**config.mk**
```make
export PLATFORM = sky130hd
export DESIGN_NAME = ftdi_uart_tx
export DESIGN_NICKNAME = d
export VERILOG_FILES = /design/src/rtl/ftdi_uart_tx.sv
export SDC_FILE = /design/constraint.sdc
export NUM_CORES = 1
export LEC_CHECK = 0
export BUFFER_PORTS_ARGS = -buffer_cell sky130_fd_sc_hd__buf_2
export CAP_MARGIN = 20
export CORE_ASPECT_RATIO = 1.5
export CORE_MARGIN = 8
export CORE_UTILIZATION = 25
export CTS_CLUSTER_DIAMETER = 200
export DETAILED_ROUTE_END_ITERATION = 16
export PLACE_DENSITY = 0.49
export SLEW_MARGIN = 20
export SYNTH_ARGS = -nofsm -noshare
export SYNTH_HDL_FRONTEND = slang
export SYNTH_SLANG_ARGS = --single-unit
export TNS_END_PERCENT = 1
```
**constraint.sdc**
```tcl
create_clock -name clk -period 3.37 [get_ports clk]
set_input_delay 0.1685 -clock clk [delete_from_list [all_inputs] [get_ports clk]]
set_output_delay 0.1685 -clock clk [all_outputs]
set_load 0.01 [all_outputs]
```
**src/rtl/ftdi_uart_tx.sv**
```systemverilog
// ftdi_uart_tx: FIFO-buffered 8N1 UART transmitter toward an FTDI bridge.
// Define FTDI_CTS_FLOW_EN to gate frame starts on a synchronized CTS# (BD2).
module ftdi_uart_tx #(
  parameter int CLK_DIV = 434,
  parameter int FIFO_AW = 4
) (
  input  logic             clk,
  input  logic             reset,
  input  logic [7:0]       data_in,
  input  logic             data_valid,
  output logic             ready,
  output logic             BD1,
  input  logic             BD2,
  output logic             busy,
  output logic [FIFO_AW:0] fifo_level
);
  localparam int DEPTH = 1 << FIFO_AW;
  localparam logic [FIFO_AW:0] FULL = (FIFO_AW+1)'(DEPTH);
  localparam logic [15:0] DIV_M1 = 16'(CLK_DIV - 1);
  typedef enum logic [1:0] {IDLE, START, DATA, STOP} state_t;
  state_t state_q;
  logic [7:0] mem_q [DEPTH];
  logic [FIFO_AW-1:0] wr_q, rd_q;
  logic [FIFO_AW:0] cnt_q, cnt_d;
  logic [15:0] baud_q;
  logic [2:0] bit_q;
  logic [7:0] shift_q;
  logic bd1_q, frame_q, cts_ok, push, pop, tick;

`ifdef FTDI_CTS_FLOW_EN
  logic [1:0] cts_q;
  always_ff @(posedge clk)
    cts_q <= reset ? 2'b11 : {cts_q[0], BD2};
  assign cts_ok = !cts_q[1];
`else
  assign cts_ok = 1'b1 | BD2;
`endif

  assign ready = cnt_q < FULL;
  assign push = data_valid & ready;
  assign pop = (state_q == IDLE) && (cnt_q != '0) && cts_ok;
  assign tick = baud_q == DIV_M1;
  assign cnt_d = cnt_q + (FIFO_AW+1)'(push) - (FIFO_AW+1)'(pop);

  always_ff @(posedge clk)
    if (push && !reset) mem_q[wr_q] <= data_in;

  always_ff @(posedge clk) begin
    if (reset) begin
      wr_q <= '0;
      rd_q <= '0;
      cnt_q <= '0;
    end else begin
      wr_q <= push ? wr_q + (FIFO_AW)'(1) : wr_q;
      rd_q <= pop ? rd_q + (FIFO_AW)'(1) : rd_q;
      cnt_q <= cnt_d;
    end
  end

  // BD1 and frame_q trail the state by one cycle, so busy covers the last stop cycle on the line
  always_ff @(posedge clk) begin
    if (reset) begin
      state_q <= IDLE;
      baud_q <= '0;
      bit_q <= '0;
      shift_q <= '0;
      bd1_q <= 1'b1;
      frame_q <= 1'b0;
    end else begin
      bd1_q <= state_q == START ? 1'b0 : state_q == DATA ? shift_q[0] : 1'b1;
      frame_q <= state_q != IDLE;
      baud_q <= (state_q == IDLE || tick) ? 16'd0 : baud_q + 16'd1;
      case (state_q)
        IDLE:
          if (pop) begin
            shift_q <= mem_q[rd_q];
            bit_q <= '0;
            state_q <= START;
          end
        START:
          if (tick) state_q <= DATA;
        DATA:
          if (tick) begin
            shift_q <= shift_q >> 1;
            bit_q <= bit_q + 3'd1;
            if (bit_q == 3'd7) state_q <= STOP;
          end
        STOP:
          if (tick) state_q <= IDLE;
        default:
          state_q <= IDLE;
      endcase
    end
  end

  assign BD1 = bd1_q;
  assign busy = (cnt_q != '0) || (state_q != IDLE) || frame_q;
  assign fifo_level = cnt_q;
endmodule

```
* After elaboration in Yosys (flattened, before gate mapping) *
Memory sizes are Yosys's and may differ from the RTL's. A register that Yosys moved wholly into a read port is not among the register bits.
Cells that the tools add are included.

storage, ports and cells
  register bits = 44
  bits in writable memories = 128
  word-level logic and storage cells = 59
  memories kept = 1

memory list
  memory  words  bits a word  rd ports  clocked after Yosys merged registers in  write ports  line  RTL
  mem_q   16     8            1         1                                        1            22    logic [7:0] mem_q [DEPTH];

cells by class
  add/subtract/negate cells = 6
  order comparisons = 1
  equality and inequality tests = 10
  muxes and demuxes = 18
  bitwise logic cells = 1
  reductions and logical operators = 13

operators with widths
  operator                                               count
  adder 16 x 1 -> 16 bit (second input constant)         1
  equality test 16 x 9 -> 1 bit (second input constant)  1
  two-way mux 8 bit                                      2
  case mux 8 bit (2 select lines)                        1
  two-way mux 2 bit                                      5
  adder 4 x 1 -> 4 bit (second input constant)           2
  two-way mux 4 bit                                      2
  inequality test 2 bit (second input constant)          4
  case mux 2 bit (4 select lines)                        1
  two-way mux 3 bit                                      2
  case mux 3 bit (2 select lines)                        1
  adder 5 x 1 -> 5 bit                                   1
  < comparator 5 bit (second input constant)             1
  AND reduction 5 bit                                    1
  nonzero test 5 bit                                     1
  subtractor 5 x 1 -> 5 bit                              1
  equality test 2 bit (second input constant)            2
  two-way mux 1 bit                                      4
  nonzero test 2 bit                                     2
  adder 3 x 1 -> 3 bit (second input constant)           1
  equality test 3 bit (second input constant)            1
  logical OR 1 bit                                       3
  AND reduction 3 bit                                    1
  equality test 2 x 1 -> 1 bit (second input constant)   1
  other kinds (6)                                        7

* Logic depth before layout (Yosys ltp) *
Gate-level depths: netlist (run 1).

  word-level depth = 5
  gate-level depth with buffers = 12
  depth with buffers taken out = 11

* Worst setup path before layout (run 1) *
Ideal clock, no wire load.

  kind = flip-flop to flip-flop
  start = register cnt_q[3] (netlist: fifo_level[3])
  end = register cnt_q[4] (netlist: fifo_level[4])
  library setup time = 71 ps
  arrival time = 2453 ps
  data required time = 3299 ps
  path slack = 847 ps
  stages on the path, launching flop included = 13
  buffers on the path = 1
  period minus slack after synthesis = 2523 ps
  path through = dfxtp_1 > inv_1 > ha_1 > nor4b_4 > nor2b_1 > clkbuf_1 > xor2_1 > ha_1 > fa_1 > a21oi_1 > nor2_1 > or3_1 > a21oi_1

on the way
  cells in the longest elaborated chain, start to end = 4
  elaborated cells on any way between the ends = 6
  classes of those cells = add/sub (2); order compare (1); bitwise (1); reduce/logical (2)

ends and longest elaborated chain
  what                           line  RTL
  start, declared                24    logic [FIFO_AW:0] cnt_q, cnt_d;
  start signal, assigned         56    cnt_q <= cnt_d;
  < comparator 5 bit             39    assign ready = cnt_q < FULL;
  bitwise AND 1 bit              40    assign push = data_valid & ready;
  adder 5 x 1 -> 5 bit           43    assign cnt_d = cnt_q + (FIFO_AW+1)'(push) - (FIFO_AW+1)'(pop);
  subtractor 5 x 1 -> 5 bit (*)  43

Every way passes the cells marked *; elsewhere a longest branch is shown, timed or not.
A chain may end at the register's enable or synchronous reset.

* Final worst setup path (run 1) *
  start = register state_q[0]
  end = register cnt_q[4] (netlist: fifo_level[4])

on the way
  cells in the longest elaborated chain, start to end = 3

ends and longest elaborated chain
  what                       line  RTL
  start, declared            21    state_t state_q;
  start signal, assigned     63    state_q <= IDLE;
  start signal, assigned     78    state_q <= START;
  start signal, assigned     81    if (tick) state_q <= DATA;
  zero test 2 bit            41    assign pop = (state_q == IDLE) && (cnt_q != '0) && cts_ok;
  logical AND 1 bit          41
  subtractor 5 x 1 -> 5 bit  43

Every way passes these cells.

==> metrics.yaml, run 1 <==
die:
  die_w_um: 156
  start_util_pct: 25.2
  placementRows: 77
  io_pins: 20
  die_h_um: 226
  dieArea_um2: 35300
  coreArea_um2: 29200
min_path:
  hp-start: "reset"
  min_path_type: "in -> reg"
  hold_end: "wr_q[0]"
  worstHoldPathCells: 2
synthesis:
  synth.largest_area_cell: "edfxtp_1"
  yosys_warnings: 0
  synth_edf_count: 128
  synthDistinctLibCells: 45
  synthXorXnorAreaFrac_pct: 2.86
  synth_top_family_by_area: "multiplexers"
  synthMuxAreaShare_pct: 12.4
  ys_seq_elements: 176
  syn-num-nets: 519
  netlist_area_um2: 7350
  syn_avg_cell_area_um2: 15.1
  synthSimpleGateAreaFrac_pct: 10.1
  synth-compound-area-share_pct: 2.98
  synthArstFlopShare_pct: 0
  netlist_instances: 487
  yosysTopAreaCellShare_pct: 52.3
  synth_area_leaders: "edfxtp_1 52%, dfxtp_1 13%, mux4_2 9.8%, nor2_1 3.7%, ha_1 3.2%"
  synthAdderAreaFrac_pct: 3.51
  synthFlopType: "edfxtp_1"
  yosysSeqAreaShare_pct: 65.3
setup_path:
  critPathLaunchType: "register"
  cp_max_fo: 7
  end_kind: "register"
  crit_arrival_ns: 3.08
  rr_worst_depth: 10
  worstSetupPathType: "reg -> reg"
  crit_required_ns: 3.72
  reg2reg_to: "fifo_level[4]"
  rrSetupSlack_ns: 0.64
  worstReg2RegStart: "state_q[0]"
detailed_routing:
  ant_nets: 0
  wirelength_um: 14900
  wl_per_cell_um: 16.2
  via_per_inst: 4.26
  first_pass_iters: 4
  routed-via-count: 3919
  drcViolationCount: 0
  drtIter0Drc: 194
timing:
  relSlewSlack_pct: 32.2
  hold_viol: 0
  clock_skew_ns: 0.0186
  drv_slew: 0
  fin_ws_ns: 0.644
  max_freq_mhz: 367
  rsz0062_at_grt: "false"
  finalCriticalPeriod_ns: 2.73
  tightest_slew_ns: 1.02
  layout_worst_path_cycle_share_pct: 80.9
  finalSetupViolations: 0
  totalNegativeSetupSlack_ns: 0
clocking:
  cts_buffers: 17
  clock_sinks: 176
  postCtsSetupRepairBufs: 0
  clk_pin_slew_ns: 0.07
  root_buffer: "clkbuf_16"
  cts-resized-gates: 0
  cts_tree: "yes"
  cts.path.max_buffers: 2
  insertion_delay_ns: 0.43
  htreeDepth: 4
  hold_buffers: 0
grt:
  grt_max_degree: 33
  antenna_found_initial: 0
  grt_pass1_wl_um: 23700
  grt_overflow: 0
  grt.total_usage_pct: 8.94
  grt_pass1_vias: 4248
cells_and_area:
  diodes: 0
  fin_nets: 544
  drive_gt1_share_pct: 19.2
  syn_to_final_growth_pct: 15.1
  final_cells: 920
placement:
  port_buffers: 18
  globalplace.congestion: 0.699
  dpl.hpwl_um: 10200
  placed_cells: 887
  dp_slack_ns: 0.654
power:
  p_per_area_nw_per_um2: 724
  p_leak_uw: 0.00273
  peakVddDrop_v: 0.000369
run_status:
  run_status: "completed"
flow_run:
  drv_cap: 0
[worst max-delay path by stage]
stage	start	endpoint	slack, ns	cells past startpoint
finish	state_q[0]	fifo_level[4]	0.64	10
CTS	state_q[0]	fifo_level[4]	0.61	10
global placement	state_q[0]	fifo_level[4]	0.66	10
floorplan	fifo_level[3]	fifo_level[4]	0.85	12
detailed placement	state_q[0]	fifo_level[4]	0.65	10
global route	state_q[0]	fifo_level[4]	0.38	10
[synth_stat cells, drive strengths merged (8+ instances only)]
master / instances
xnor2: 10
edfxtp: 128
nand2: 13
buf: 16
dfxtp: 48
and3: 8
inv: 14
mux2i: 19
nor3: 10
nand3: 14
o21ai: 8
ha: 19
nor2: 72
xor2: 14
mux4: 32
a211oi: 8
[area by class of cell]
type,instances,area (um^2)
repair buffers,28,178
well taps,395,494
clock buffers,17,425
inverters,14,52.6
multi-input cells,275,2340
clock inverters,15,173
fillers,2916,20700
flip-flops and latches,176,4810
[sequential cells by signal, indices dropped and copies added, names as in the netlist, named ones only]
register    flops
fifo_level      5
bit_q           3
wr_q            4
state_q         2
baud_q         16
frame_q         1
rd_q            4
mem_q         128
shift_q         8
BD1             1
[stage by stage]
stage	util (%)	power, uW	area (um^2)	hold slack (ns)
3_3_place_gp	26.9	4220	7860	0.458
4_1_cts	29.0	6220	8460	0.0415
5_1_grt	29.0	6490	8470	0.0689
3_5_place_dp	26.9	4270	7860	0.473
2_1_floorplan	-	3910	7350	0.247
6_report	29.0	6130	8470	0.0666
[where the power goes]
part           switching, uW  internal [uW]
clock network            941           1000
registers                145           2460
logic                    835            744
total                   1920           4210
[placed cells by master, fill, tap and decap left out, drive strengths merged, types with 10 or more instances in the layout]
| master | instances |
|---|---|
| edfxtp | 128 |
| dfxtp | 48 |
| mux2i | 19 |
| nand2 | 13 |
| xor2 | 14 |
| inv | 22 |
| mux4 | 32 |
| ha | 19 |
| nand3 | 14 |
| nor2 | 72 |
| clkbuf | 17 |
| xnor2 | 10 |
| nor3 | 10 |
| buf | 28 |
[routing by layer]
metal,routed length (um),GRT usage (%),vias up
met5,0,0,-
met1,6230,9.71,1984
met3,624,2.41,12
met4,204,3.30,0
met2,7830,16.3,60
li1,-,-,1863
[logic make-up (layout without fill, tap and decap cells)]
logic type,Yosys count,count (layout)
buffers and inverters,36,74
flip-flops,176,176
AND/OR/NAND/NOR,148,148
XOR/XNOR,24,24
multiplexers,51,51
AO/OA/AOI/OAI,32,32
adder cells (fa/ha/maj),20,20
[worst max-delay path: stages, from the launching register on]
cell and delay (ns):
dfxtp_1 0.33, inv_1 0.14, ha_1 0.27, nor2b_1 0.47, xor2_1 0.13, ha_1 0.23, fa_1 0.41, a21oi_1 0.14
nor2_1 0.06, or3_1 0.34, a21oi_1 0.13
Note: power is estimated with default switching activity, not from simulation.
==> run 2, diff against run 1 <==
--- a/config.mk
+++ b/config.mk
@@ -5,6 +5,7 @@
 export SDC_FILE = /design/constraint.sdc
 export NUM_CORES = 1
 export LEC_CHECK = 0
+export ABC_AREA = 1
 export BUFFER_PORTS_ARGS = -buffer_cell sky130_fd_sc_hd__buf_2
 export CAP_MARGIN = 20
 export CORE_ASPECT_RATIO = 1.5
@@ -12,7 +13,7 @@
 export CORE_UTILIZATION = 25
 export CTS_CLUSTER_DIAMETER = 200
 export DETAILED_ROUTE_END_ITERATION = 16
-export PLACE_DENSITY = 0.49
+export PLACE_DENSITY = 0.5
 export SLEW_MARGIN = 20
 export SYNTH_ARGS = -nofsm -noshare
 export SYNTH_HDL_FRONTEND = slang
==> constraint.sdc (replaced) <==
create_clock -name clk -period 2.5 [get_ports clk]
set_input_delay 0.125 -clock clk [delete_from_list [all_inputs] [get_ports clk]]
set_output_delay 0.125 -clock clk [all_outputs]
set_load 0.01 [all_outputs]
==> metrics.yaml, run 2 <==
clocking:
  cts_buffers: 17
  insertion_delay_ns: 0.43
  clk_pin_slew_ns: 0.07
  cts.path.max_buffers: 2
  htreeDepth: 4
  postCtsSetupRepairBufs: 0
  cts_tree: "yes"
  clock_sinks: 176
  root_buffer: "clkbuf_16"
power:
  p_seq_share_pct: 40.3
  peakVddDrop_v: 0.000681
  p_clk_share_pct: 29.5
  power.internal_uw: 5570
  p_switching_uw: 3020
  power_uw: 8590
  p_per_area_nw_per_um2: 953
  combPwrFrac_pct: 30.2
  p_leak_uw: 0.00364
  p_sw_share_pct: 35.1
cells_and_area:
  top_register: "mem_q"
  largest_reg_flops: 128
  fill_cells: 3283
  drive_gt1_share_pct: 11.3
  final_cell_mix: "219 x nand2_1, 128 x edfxtp_1, 101 x inv_1, 95 x nand3_1, 75 x nor2_1"
  syn_to_final_growth_pct: 16.0
  fin_nets: 879
  layout_commonest_cell: "nand2_1"
  reg.largest.list: "mem_q (128), baud_q (16), shift_q (8)"
detailed_routing:
  wirelength_um: 17900
  first_pass_iters: 4
  routed-via-count: 5287
  drtIter0Drc: 289
  via_per_inst: 4.18
  drcViolationCount: 0
  wl_per_cell_um: 14.1
  ant_nets: 0
placement:
  port_buffers: 18
  dp_slack_ns: 0.175
  globalplace.congestion: 0.771
  dpl.hpwl_um: 11800
die:
  dieArea_um2: 37100
  coreArea_um2: 30800
  die_w_um: 160
  io_pins: 20
  die_h_um: 232
  placementRows: 79
  start_util_pct: 25.2
synthesis:
  synthArstFlopShare_pct: 0
  syn-num-nets: 845
  synth_most_common_cell: "nand2_1"
  synth_common_cells: "219 x nand2_1, 128 x edfxtp_1, 101 x inv_1, 95 x nand3_1, 75 x nor2_1"
  ys_seq_elements: 176
  syn_avg_cell_area_um2: 9.55
  synth.largest_area_cell: "edfxtp_1"
  netlist_area_um2: 7760
  synthFlopType: "edfxtp_1"
  yosysTopAreaCellShare_pct: 49.5
  synth_area_leaders: "edfxtp_1 50%, dfxtp_1 12%, nand2_1 11%, nand3_1 6.1%, inv_1 4.9%"
  netlist_instances: 813
  synthDistinctLibCells: 39
  yosysSeqAreaShare_pct: 61.9
  yosys_warnings: 0
  synth_edf_count: 128
setup_path:
  critPathLaunchType: "register"
  cp_max_fo: 4
  worstSetupPathType: "reg -> reg"
  crit_arrival_ns: 2.60
  crit_required_ns: 2.81
  end_kind: "register"
timing:
  layout_worst_path_cycle_share_pct: 91.4
  drv_slew: 0
  tightest_slew_ns: 0.635
  finalCriticalPeriod_ns: 2.29
  relSlewSlack_pct: 57.6
  max_freq_mhz: 437
  finalSetupViolations: 0
  clock_skew_ns: 0.00917
  fin_ws_ns: 0.214
  hold_viol: 0
flow_run:
  drv_cap: 0
grt:
  antenna_found_initial: 0
  grt_max_degree: 68
  grt_overflow: 0
  grt.total_usage_pct: 10.1
  grt_pass1_vias: 5352
  grt_pass1_wl_um: 28700
run_status:
  run_status: "completed"
min_path:
  min_path_type: "in -> reg"
[run 2: metal layers]
metal	track usage (%)	wire (um)
met2	18.5	9430
met4	6.36	852
met1	10.4	7160
met5	0	0
met3	2.18	437
[run 2: layout make-up]
| cell class | instances | area, um^2 | share of cell area, % |
|---|---|---|---|
| Multi-Input combinational cell | 501 | 2410 | 26.8 |
| Tap cell | 405 | 507 | 5.63 |
| Clock buffer | 17 | 425 | 4.72 |
| Inverter | 106 | 398 | 4.42 |
| Clock inverter | 15 | 138 | 1.53 |
| Timing Repair Buffer | 45 | 320 | 3.56 |
| Antenna cell | 1 | 2.50 | 0.0278 |
| Sequential cell | 176 | 4810 | 53.3 |
[run 2: worst max-delay path, stage by stage (launching register included)]
cell and delay, ns:
dfxtp_1 0.38, inv_1 0.10, ha_1 0.25, nand2_1 0.10
inv_1 0.08, nand2_1 0.13, nand2_1 0.08, ha_1 0.21
fa_1 0.41, a21oi_2 0.15, o21ai_0 0.11, o21ai_1 0.13
a21oi_1 0.05
[run 2: power groups by stage]
stage / combinational, uW / sequential, uW / clock, uW
finish: 2590 / 3460 / 2540
global route: 3000 / 3480 / 2710
CTS: 2630 / 3460 / 2610
detailed placement: 2620 / 3520 / 0
global placement: 2590 / 3520 / 0
floorplan: 1880 / 3510 / 0
[run 2: logic make-up after synthesis]
logic type / synth area share, %
adders and majority gates: 3.32
buffers and inverters: 7.09
xor gates and xnor gates: 0.564
AOI/OAI and AO/OA: 3.80
DFF: 61.9
and+or+nand+nor: 23.3
[run 2: final timing paths]
kind,start,endpoint,slack (ns),cells past startpoint
max,state_q[0],fifo_level[4],0.21,12
min,data_valid,wr_q[1],0.06,3
max reg2reg,state_q[0],fifo_level[4],0.21,12
min reg2reg,shift_q[6],shift_q[6],0.47,2
[run 2: what timing repair did]
action	in CTS	in global routing
resized for setup	0	2
hold buffers	1	0
endpoints found under the setup margin	0	1
hold endpoints to repair	5	0
[run 2: per-stage QoR]
stage	instances	hold WS [ns]	area [um^2]	utilization, %	setup TNS [ns]
after global placement	1232	0.443	8430	27.3	0
after detailed placement	1232	0.450	8430	27.3	0
final	1266	0.0648	9010	29.2	0
after global routing	1265	0.0820	9010	29.2	-0.00799
after floorplan	813	0.224	7760	-	0
after CTS	1265	0.0359	9000	29.2	0
